File: src/rtl/cpu_types_pkg.sv
`default_nettype none
// ============================================================================
//  Module      : cpu_types_pkg
//  Description : Shared types for the in-order pipeline control path.
//                - pc_state_t : run / drain / halted state of the controller
//                - STG_*      : stage indices (pipe reg i feeds stage i, so the
//                               valid bit of stage s lives at index s-1)
//  Revision    : 1.0  initial release
// ============================================================================
package cpu_types_pkg;

   typedef enum logic [1:0] {
      PC_RUN    = 2'd0,
      PC_DRAIN  = 2'd1,
      PC_HALTED = 2'd2
   } pc_state_t;

   localparam int STG_IF  = 0;
   localparam int STG_ID  = 1;
   localparam int STG_EX  = 2;
   localparam int STG_MEM = 3;

endpackage : cpu_types_pkg
`default_nettype wire

File: src/rtl/sat_counter.sv
`default_nettype none
// ============================================================================
//  Module      : sat_counter
//  Description : Event counter that sticks at its all-ones maximum.
//  Ports       : CLK   in  clock, rising edge
//                RST   in  asynchronous active-high reset (clears count)
//                inc   in  count one event this cycle
//                value out current count
//  Revision    : 1.0  initial release
// ============================================================================
module sat_counter #(
   parameter int CNTW = 16
) (
   input  logic            CLK,
   input  logic            RST,
   input  logic            inc,
   output logic [CNTW-1:0] value
);

   logic [CNTW-1:0] r_value;

   always_ff @(posedge CLK or posedge RST) begin
      if (RST) begin
         r_value <= '0;
      end else if (inc && (r_value != {CNTW{1'b1}})) begin
         r_value <= r_value + 1'b1;
      end
   end

   assign value = r_value;

endmodule : sat_counter
`default_nettype wire

File: src/rtl/pipeline_ctrl.sv
`default_nettype none
// ============================================================================
//  Module      : pipeline_ctrl
//  Description : Stall / flush / drain controller for an N-stage in-order
//                pipeline. Produces per-pipe-register load enables and bubble
//                controls, the PC enable and the halt indication; tracks the
//                per-register valid bits; counts stall and redirect cycles.
//  Ports       : CLK, RST                 clock / async active-high reset
//                ihit                     fetch returned this cycle
//                dmem_req, dhit           MEM-stage data access / completion
//                id_rs, id_rt, id_uses_rt ID-stage source operands
//                ex_memread, ex_wsel      EX-stage load and destination
//                ex_redirect              taken branch/jump resolved
//                id_halt                  HALT sitting in ID
//                pc_en                    PC update enable
//                preg_en[i-1]             pipe reg i loads
//                preg_flush[i-1]          pipe reg i loads a bubble
//                stage_valid[i-1]         pipe reg i holds a real instruction
//                halt                     sticky, pipeline drained after HALT
//                stall_cnt, flush_cnt     saturating performance counters
//  Revision    : 1.0  initial release
// ============================================================================
module pipeline_ctrl
   import cpu_types_pkg::*;
#(
   parameter int NSTAGES        = 5,
   parameter int REDIRECT_STAGE = 2,
   parameter int REGW           = 5,
   parameter int CNTW           = 16
) (
   input  logic               CLK,
   input  logic               RST,
   input  logic               ihit,
   input  logic               dmem_req,
   input  logic               dhit,
   input  logic [REGW-1:0]    id_rs,
   input  logic [REGW-1:0]    id_rt,
   input  logic               id_uses_rt,
   input  logic               ex_memread,
   input  logic [REGW-1:0]    ex_wsel,
   input  logic               ex_redirect,
   input  logic               id_halt,
   output logic               pc_en,
   output logic [NSTAGES-2:0] preg_en,
   output logic [NSTAGES-2:0] preg_flush,
   output logic [NSTAGES-2:0] stage_valid,
   output logic               halt,
   output logic [CNTW-1:0]    stall_cnt,
   output logic [CNTW-1:0]    flush_cnt
);

   localparam int NP  = NSTAGES - 1;
   localparam int DCW = $clog2(NSTAGES - 1);
   // Redirect squashes every pipe reg up to and including the one feeding
   // the resolving stage.
   localparam logic [NP-1:0] c_REDIR_MASK =
      {{(NP - REDIRECT_STAGE){1'b0}}, {REDIRECT_STAGE{1'b1}}};
   localparam logic [DCW-1:0] c_DRAIN_LOAD = DCW'(NSTAGES - 2);

   pc_state_t         r_state;
   logic [DCW-1:0]    r_drain_cnt;
   logic [NP-1:0]     r_valid;

   logic              w_v_id;
   logic              w_v_ex;
   logic              w_v_mem;
   logic              w_v_redir;
   logic              w_running;
   logic              w_draining;
   logic              w_memstall;
   logic              w_redirect;
   logic              w_hazard_match;
   logic              w_loaduse;
   logic              w_imiss;
   logic              w_pc_en;
   logic [NP-1:0]     w_en;
   logic [NP-1:0]     w_fl;
   logic [NP-1:0]     w_valid_src;
   logic              w_stall_inc;
   logic              w_flush_inc;
   logic              w_advance;

   assign w_v_id     = r_valid[STG_ID - 1];
   assign w_v_ex     = r_valid[STG_EX - 1];
   assign w_v_mem    = r_valid[STG_MEM - 1];
   assign w_v_redir  = r_valid[REDIRECT_STAGE - 1];
   assign w_running  = (r_state == PC_RUN);
   assign w_draining = (r_state == PC_DRAIN);

   // Fetch misses and redirects only matter while running: during drain the
   // front end is already shut off and nothing younger than HALT is live.
   assign w_memstall     = dmem_req & ~dhit & w_v_mem;
   assign w_redirect     = ex_redirect & w_v_redir & w_running;
   assign w_hazard_match = (ex_wsel != '0) &&
                           ((ex_wsel == id_rs) || (id_uses_rt && (ex_wsel == id_rt)));
   assign w_loaduse      = ex_memread & w_v_ex & w_v_id & w_hazard_match;
   assign w_imiss        = ~ihit & w_running;

   // Priority mux: first matching condition decides the whole cycle.
   always_comb begin
      w_pc_en     = 1'b0;
      w_en        = '0;
      w_fl        = '0;
      w_stall_inc = 1'b0;
      w_flush_inc = 1'b0;
      w_advance   = 1'b0;
      if (!RST && (r_state != PC_HALTED)) begin
         if (w_memstall) begin
            w_stall_inc = 1'b1;
         end else if (w_redirect) begin
            w_pc_en     = 1'b1;
            w_en        = '1;
            w_fl        = c_REDIR_MASK;
            w_flush_inc = 1'b1;
         end else if (w_loaduse) begin
            // Hold IF/ID, drop a bubble into EX, let older work retire.
            w_en                 = '1;
            w_en[STG_ID - 1]     = 1'b0;
            w_fl[STG_EX - 1]     = 1'b1;
            w_stall_inc          = 1'b1;
         end else if (w_imiss) begin
            w_en                 = '1;
            w_fl[STG_ID - 1]     = 1'b1;
            w_stall_inc          = 1'b1;
            w_advance            = 1'b1;
         end else begin
            w_pc_en              = ~w_draining;
            w_en                 = '1;
            w_fl[STG_ID - 1]     = w_draining;
            w_advance            = 1'b1;
         end
      end
   end

   // Source of each pipe reg's valid bit: the previous reg, or a fresh
   // fetch for IF/ID.
   assign w_valid_src = {r_valid[NP-2:0], 1'b1};

   always_ff @(posedge CLK or posedge RST) begin
      if (RST) begin
         r_valid <= '0;
      end else begin
         r_valid <= (w_en & ~w_fl & w_valid_src) | (~w_en & r_valid);
      end
   end

   // r_drain_cnt holds the number of advancing cycles still needed for the
   // HALT to leave the last pipe reg; the final one moves to HALTED.
   always_ff @(posedge CLK or posedge RST) begin
      if (RST) begin
         r_state     <= PC_RUN;
         r_drain_cnt <= '0;
      end else begin
         case (r_state)
            PC_RUN: begin
               if (id_halt && w_v_id && w_advance) begin
                  r_state     <= PC_DRAIN;
                  r_drain_cnt <= c_DRAIN_LOAD;
               end
            end
            PC_DRAIN: begin
               if (w_advance) begin
                  if (r_drain_cnt <= DCW'(1)) begin
                     r_state     <= PC_HALTED;
                     r_drain_cnt <= '0;
                  end else begin
                     r_drain_cnt <= r_drain_cnt - DCW'(1);
                  end
               end
            end
            PC_HALTED: begin
               r_state <= PC_HALTED;
            end
            default: begin
               r_state     <= PC_RUN;
               r_drain_cnt <= '0;
            end
         endcase
      end
   end

   sat_counter #(.CNTW(CNTW)) u_stall_cnt (
      .CLK   (CLK),
      .RST   (RST),
      .inc   (w_stall_inc),
      .value (stall_cnt)
   );

   sat_counter #(.CNTW(CNTW)) u_flush_cnt (
      .CLK   (CLK),
      .RST   (RST),
      .inc   (w_flush_inc),
      .value (flush_cnt)
   );

   assign pc_en       = w_pc_en;
   assign preg_en     = w_en;
   assign preg_flush  = w_fl;
   assign stage_valid = r_valid;
   assign halt        = (r_state == PC_HALTED);

endmodule : pipeline_ctrl
`default_nettype wire
File: config.mk
export PLATFORM = sky130hd
export DESIGN_NAME = pipeline_ctrl
export DESIGN_NICKNAME = d
export VERILOG_FILES = /design/src/rtl/cpu_types_pkg.sv /design/src/rtl/sat_counter.sv /design/src/rtl/pipeline_ctrl.sv
export SDC_FILE = /design/constraint.sdc
export NUM_CORES = 1
export LEC_CHECK = 0
export BUFFER_PORTS_ARGS = -buffer_cell sky130_fd_sc_hd__buf_2
export CORE_MARGIN = 1.5
export CORE_UTILIZATION = 30
export CTS_CLUSTER_SIZE = 12
export DETAILED_ROUTE_END_ITERATION = 8
export PLACE_DENSITY = 0.55
export SLEW_MARGIN = 0
export SYNTH_ARGS = -nofsm -noshare
export SYNTH_HDL_FRONTEND = slang
export SYNTH_SLANG_ARGS = --single-unit
export TNS_END_PERCENT = 100
File: constraint.sdc
create_clock -name CLK -period 4.2 [get_ports CLK]
set_clock_uncertainty 0.2 [all_clocks]
set_input_delay 0 -clock CLK [delete_from_list [all_inputs] [get_ports CLK]]
set_output_delay 0 -clock CLK [all_outputs]
set_load 0.03 [all_outputs]
* Yosys cells after proc, flatten, opt, wreduce, memory -nomap -nowiden
Cells that the tools add are included.
Storage, ports and cells: input bits 24, register bits 40, output and inout port bits 46, word-level logic and storage cells 85
Operators by class: reductions and logical operators 13, order comparisons 1, bitwise logic cells 18, multiplexer cells 35, add/subtract/negate cells 3, equal/unequal tests 10
Operators with widths (count):
- 16-bit by 1-bit adder with 16-bit output (second input constant) | 2
- 16-bit inequality test (second input constant) | 2
- 1-bit two-way mux | 22
- 2-bit two-way mux | 9
- 4-bit bitwise AND | 3
- 2-bit case mux with 3 select lines | 2
- 5-bit == test | 2
- 1-bit bitwise AND | 8
- 4-bit two-way mux | 2
- 4-bit inverter | 2
- 1-bit logical AND | 7
- 2-bit by 1-bit inequality test with 1-bit output (second input constant) | 3
- 3-bit AND reduction | 2
- 5-bit nonzero test | 1
- 1-bit inverter | 4
- 4-bit bitwise OR | 1
- 2-bit by 1-bit == test with 1-bit output (second input constant) | 1
- 2-bit == test (second input constant) | 1
- 2-bit by 1-bit <= comparator with 1-bit output (second input constant) | 1
- 2-bit logical NOT | 1
- 2-bit inequality test (second input constant) | 1
- 2-bit by 1-bit subtractor with 2-bit output (second input constant) | 1
- 1-bit logical NOT | 1
- 1-bit logical OR | 1

* Logic depth before layout (Yosys ltp)
depth in word-level cells 13, mapped depth 10, depth with buffers taken out 8

* Modules after synthesis
From an unflattened synthesis, not the netlist that was laid out.
Unflattened totals: cells, all modules 228, area total of the unflattened synthesis 2314.7 um2
By module, submodules not included:
- sat_counter | sequential area each 400.4 um2, area each 805.8 um2, instances 2, cells each 71
- pipeline_ctrl | sequential area each 200.2 um2, area each 703.2 um2, instances 1, cells each 86

* Worst setup path before layout
Ideal clock, no wire load.
path kind register -> register, from reg r_state[0], to reg r_state[1], setup slack 1903 ps, data required time 3875 ps, setup time 125 ps, period minus slack after synthesis 2297 ps, path buffers 0, data arrival time 1972 ps, stages on the path, launching flop included 9, path through dfrtp_1 -> inv_1 -> ha_1 -> nor2_1 -> nand2_1 -> inv_1 -> a31oi_1 -> a21oi_1 -> mux2_2
On the way: elaborated cells between the ends (all ways) 15, classes of those cells 6 x eq/ne; 4 x mux; 1 x bitwise; 4 x reduce/logical
RTL lines:
- start: declaration | line pipeline_ctrl.sv:60 | pc_state_t r_state;
- start signal: assignment | line pipeline_ctrl.sv:151 | r_state <= PC_RUN;
- start signal: assignment | line pipeline_ctrl.sv:157 | r_state <= PC_DRAIN;
- start signal: assignment | line pipeline_ctrl.sv:164 | r_state <= PC_HALTED;
- 2-bit == test
- net halt | line pipeline_ctrl.sv:47 | output logic halt,
- 2-bit case mux with 3 select lines | line pipeline_ctrl.sv:154 | case (r_state)
The timed path passes the listed nets, and every way through them passes these cells. A chain may end at the register's enable or synchronous reset.

* Worst setup path after layout
from reg r_state[0], to reg u_flush_cnt.r_value[15], in the netlist u_flush_cnt.value[15]
On the way: cells in the longest elaborated chain, start to end 6, elaborated cells between the ends (all ways) 8, classes of those cells 1 x eq/ne; 3 x mux; 1 x bitwise; 3 x reduce/logical
RTL lines:
- 2-bit logical NOT | line pipeline_ctrl.sv:87 | assign w_running = (r_state == PC_RUN);
- 1-bit bitwise AND | line pipeline_ctrl.sv:93 | assign w_redirect = ex_redirect & w_v_redir & w_running;
- 1-bit two-way mux | line pipeline_ctrl.sv:110 | end else if (w_redirect) begin
- 1-bit two-way mux | line pipeline_ctrl.sv:108 | if (w_memstall) begin
- 1-bit two-way mux * | line pipeline_ctrl.sv:107 | if (!RST && (r_state != PC_HALTED)) begin
- 1-bit logical AND * | line sat_counter.sv:25 | end else if (inc && (r_value != {CNTW{1'b1}})) begin
- end signal: assignment | line sat_counter.sv:26 | r_value <= r_value + 1'b1;
- end: declaration | line sat_counter.sv:20 | logic [CNTW-1:0] r_value;
Every way passes the cells marked *; elsewhere a longest branch is shown, timed or not.

==> run metrics <==
outcome completed; Final Hold Fails 0; synthesis-to-layout area growth 23.3%; layout cells sized above 1 0.290; crit path buf inv count 1; Setup WS post-layout 1650 ps; RSZ-0062 raised after global routing no; Initial Utilization 0.313; 1st-iter DRT viols 63; Crit-path slowest cell or3_4; pre-CTS WS 1660 ps; Chip Height 87.4 microns; root buffer cell clkbuf_8; Clock Latency Late Sink 280 ps; # clock sinks 40; Post-synth EDFFs 0; CTS tree built; family with the most delay on the worst path simple AND/OR/NAND/NOR gates; CP max stage delay 490 ps; post-route ant nets 0; crit path cell chain inv_1 -> ha_1 -> nor2_1 -> nand2_1 -> or3_4 -> nor3_4 -> nand4_1 -> xnor2_1; CP max FO 12; fmax 0.392 GHz; Die Span X 87.4 microns; area of placed instances 2550 sq um; Setup CP Type reg2reg; CTS clk-pin slew, worst paths 70 ps; Hold Path Class in2reg; distinct cell type count after synthesis 33; maximum root-to-sink buffer count 2; Final setup viols 0; # resized after CTS 0; final RePlAce weighted congestion 0.742; Slew Limit Fails 0; final critical-path required period 2550 ps; vias 1714; DRC violations left 0; placed cells 371; Routed wire per std cell 12.2 microns; Final Instance Area 2630 sq um; startpoint types register; FP Rows 30; Synth Warn # 0; post-route insts no fill 379; via/cell ratio 4.52; Die ar. 7630 sq um; sequential element share of the synthesized area 0.469; Fin Setup TNS 0 ps; Leak 1.33 nW; antenna diode count 0; CTS buffer count 5; PortBufs 67; syn avg cell area 10.0 sq um; Synth Flop Type dfrtp_1; final core occ 0.386; asr flop ratio synth 1.00; synthesized area 2140 sq um; crit path DAT 2520 ps; Max VDD drop 0.219 mV; num ports 70; Yosys reg bits 40; WP data required 4170 ps; GRT Total Usage 0.122; H-tree depth 2; CORE AREA 6830 sq um; fin crit share 0.608; Routed WL 4610 microns; Power Density 510 nW/um^2; largest net degree at the start of global routing 29; vias in the first global route 1616; Nets 312; first-pass GRT wire length 7360 microns; Crit. End Element register; Max Cap Viol 0; Mapped Cells 213; initial antenna violation count 0; dpl hpwl 3560 microns; Pre-antenna DRT Iters 4; GR Overflow Total 0
-- cell usage after synthesis, types with 5 or more instances --
cell type / n / area (sq um)
ha_1: 5 / 62.6
a21oi_1: 7 / 35.0
nand2_1: 35 / 131
xnor2_1: 38 / 333
nand4_1: 12 / 75.1
nand3_1: 14 / 70.1
inv_1: 6 / 22.5
dfrtp_1: 40 / 1000
and3_1: 9 / 56.3
nor3_1: 5 / 25.0
nor2_1: 9 / 33.8
-- cells in the final DEF (no fill, tap or decap), types with 2 or more instances in the layout --
cell type,count
and3_1,9
inv_1,6
and2_1,2
o21ai_0,4
a2bb2oi_1,2
nand3_1,14
nor2_1,9
buf_2,67
clkbuf_8,5
conb_1,2
xor2_1,2
ha_1,5
nand4_1,12
xnor2_1,38
nor3_1,5
dfrtp_1,40
nand2_1,35
a21oi_1,7
mux2_2,2
-- through the flow --
step	hold WS, ps	power [mW]
finish	13.0	1.34
global route	48.6	1.44
CTS	2.54	1.36
detailed placement	-140	1.12
global placement	-134	1.11
floorplan	17.8	0.978
-- tightest hold or removal path, stage by stage --
cell,delay (ps)
buf_2,80
nor2b_1,50
nor2_1,120
nand2_1,60
o21ai_0,140
-- layout make-up --
| cell class | instances | area [sq um] |
|---|---|---|
| flip-flops and latches | 40 | 1000 |
| clock buffers | 6 | 72.6 |
| clock inverters | 1 | 5.00 |
| well taps | 96 | 120 |
| repair buffers | 69 | 353 |
| multi-input cells | 161 | 1060 |
| fillers | 740 | 4200 |
| inverters | 6 | 22.5 |
-- state kept, by name, summed over array words and instances (netlist names), named ones only --
| signal | count |
|---|---|
| r_drain_cnt | 2 |
| r_state | 2 |
| stage_valid | 1 |
| u_stall_cnt.value | 16 |
| u_flush_cnt.value | 16 |
-- kinds of logic after synthesis --
family / Yosys count / share of synthesized area
adder cells (fa/ha/maj): 5 / 0.0293
buffers and inverters: 13 / 0.0369
AND/OR/NAND/NOR: 94 / 0.233
AO/OA/AOI/OAI: 18 / 0.0557
multiplexers: 2 / 0.0105
other: 1 / 0.00176
XOR/XNOR: 40 / 0.164
flip-flops: 40 / 0.469
-- routing by layer --
layer	vias up	part of all wire	global-route usage
met5	-	0	0
met4	0	0.0091	0.0433
met3	5	0.050	0.0332
li1	859	-	-
met1	810	0.46	0.160
met2	40	0.48	0.194
-- worst paths after layout --
path | slack [ps] | endpoint | startpoint | cells after the start
max in group asynchronous | 2960 | u_flush_cnt.value[7]$_DFFE_PP0P_ | RST | 4
max | 1650 | u_flush_cnt.value[15]$_DFFE_PP0P_ | r_state[0]$_DFFE_PP0P_ | 8
min in group asynchronous | 100 | async pin | RST | 3
min | 10 | register | ihit | 5
max reg2reg | 1650 | u_flush_cnt.value[15]$_DFFE_PP0P_ | r_state[0]$_DFFE_PP0P_ | 8
min reg2reg | 290 | register | register | 2
-- report_power, final --
group	switching (mW)	internal, mW	total (mW)
Clock	0.125	0.113	0.238
Sequential	0.0781	0.455	0.533
Combinational	0.376	0.197	0.573
-- repair_timing --
| action | 4_1_cts | 5_1_grt |
|---|---|---|
| buffers inserted | 0 | 0 |
| hold buffers | 1 | 0 |
| hold endpoints to repair | 12 | 0 |
| endpoints found under the setup margin | 0 | 0 |
(Power assumes the default switching activity.)
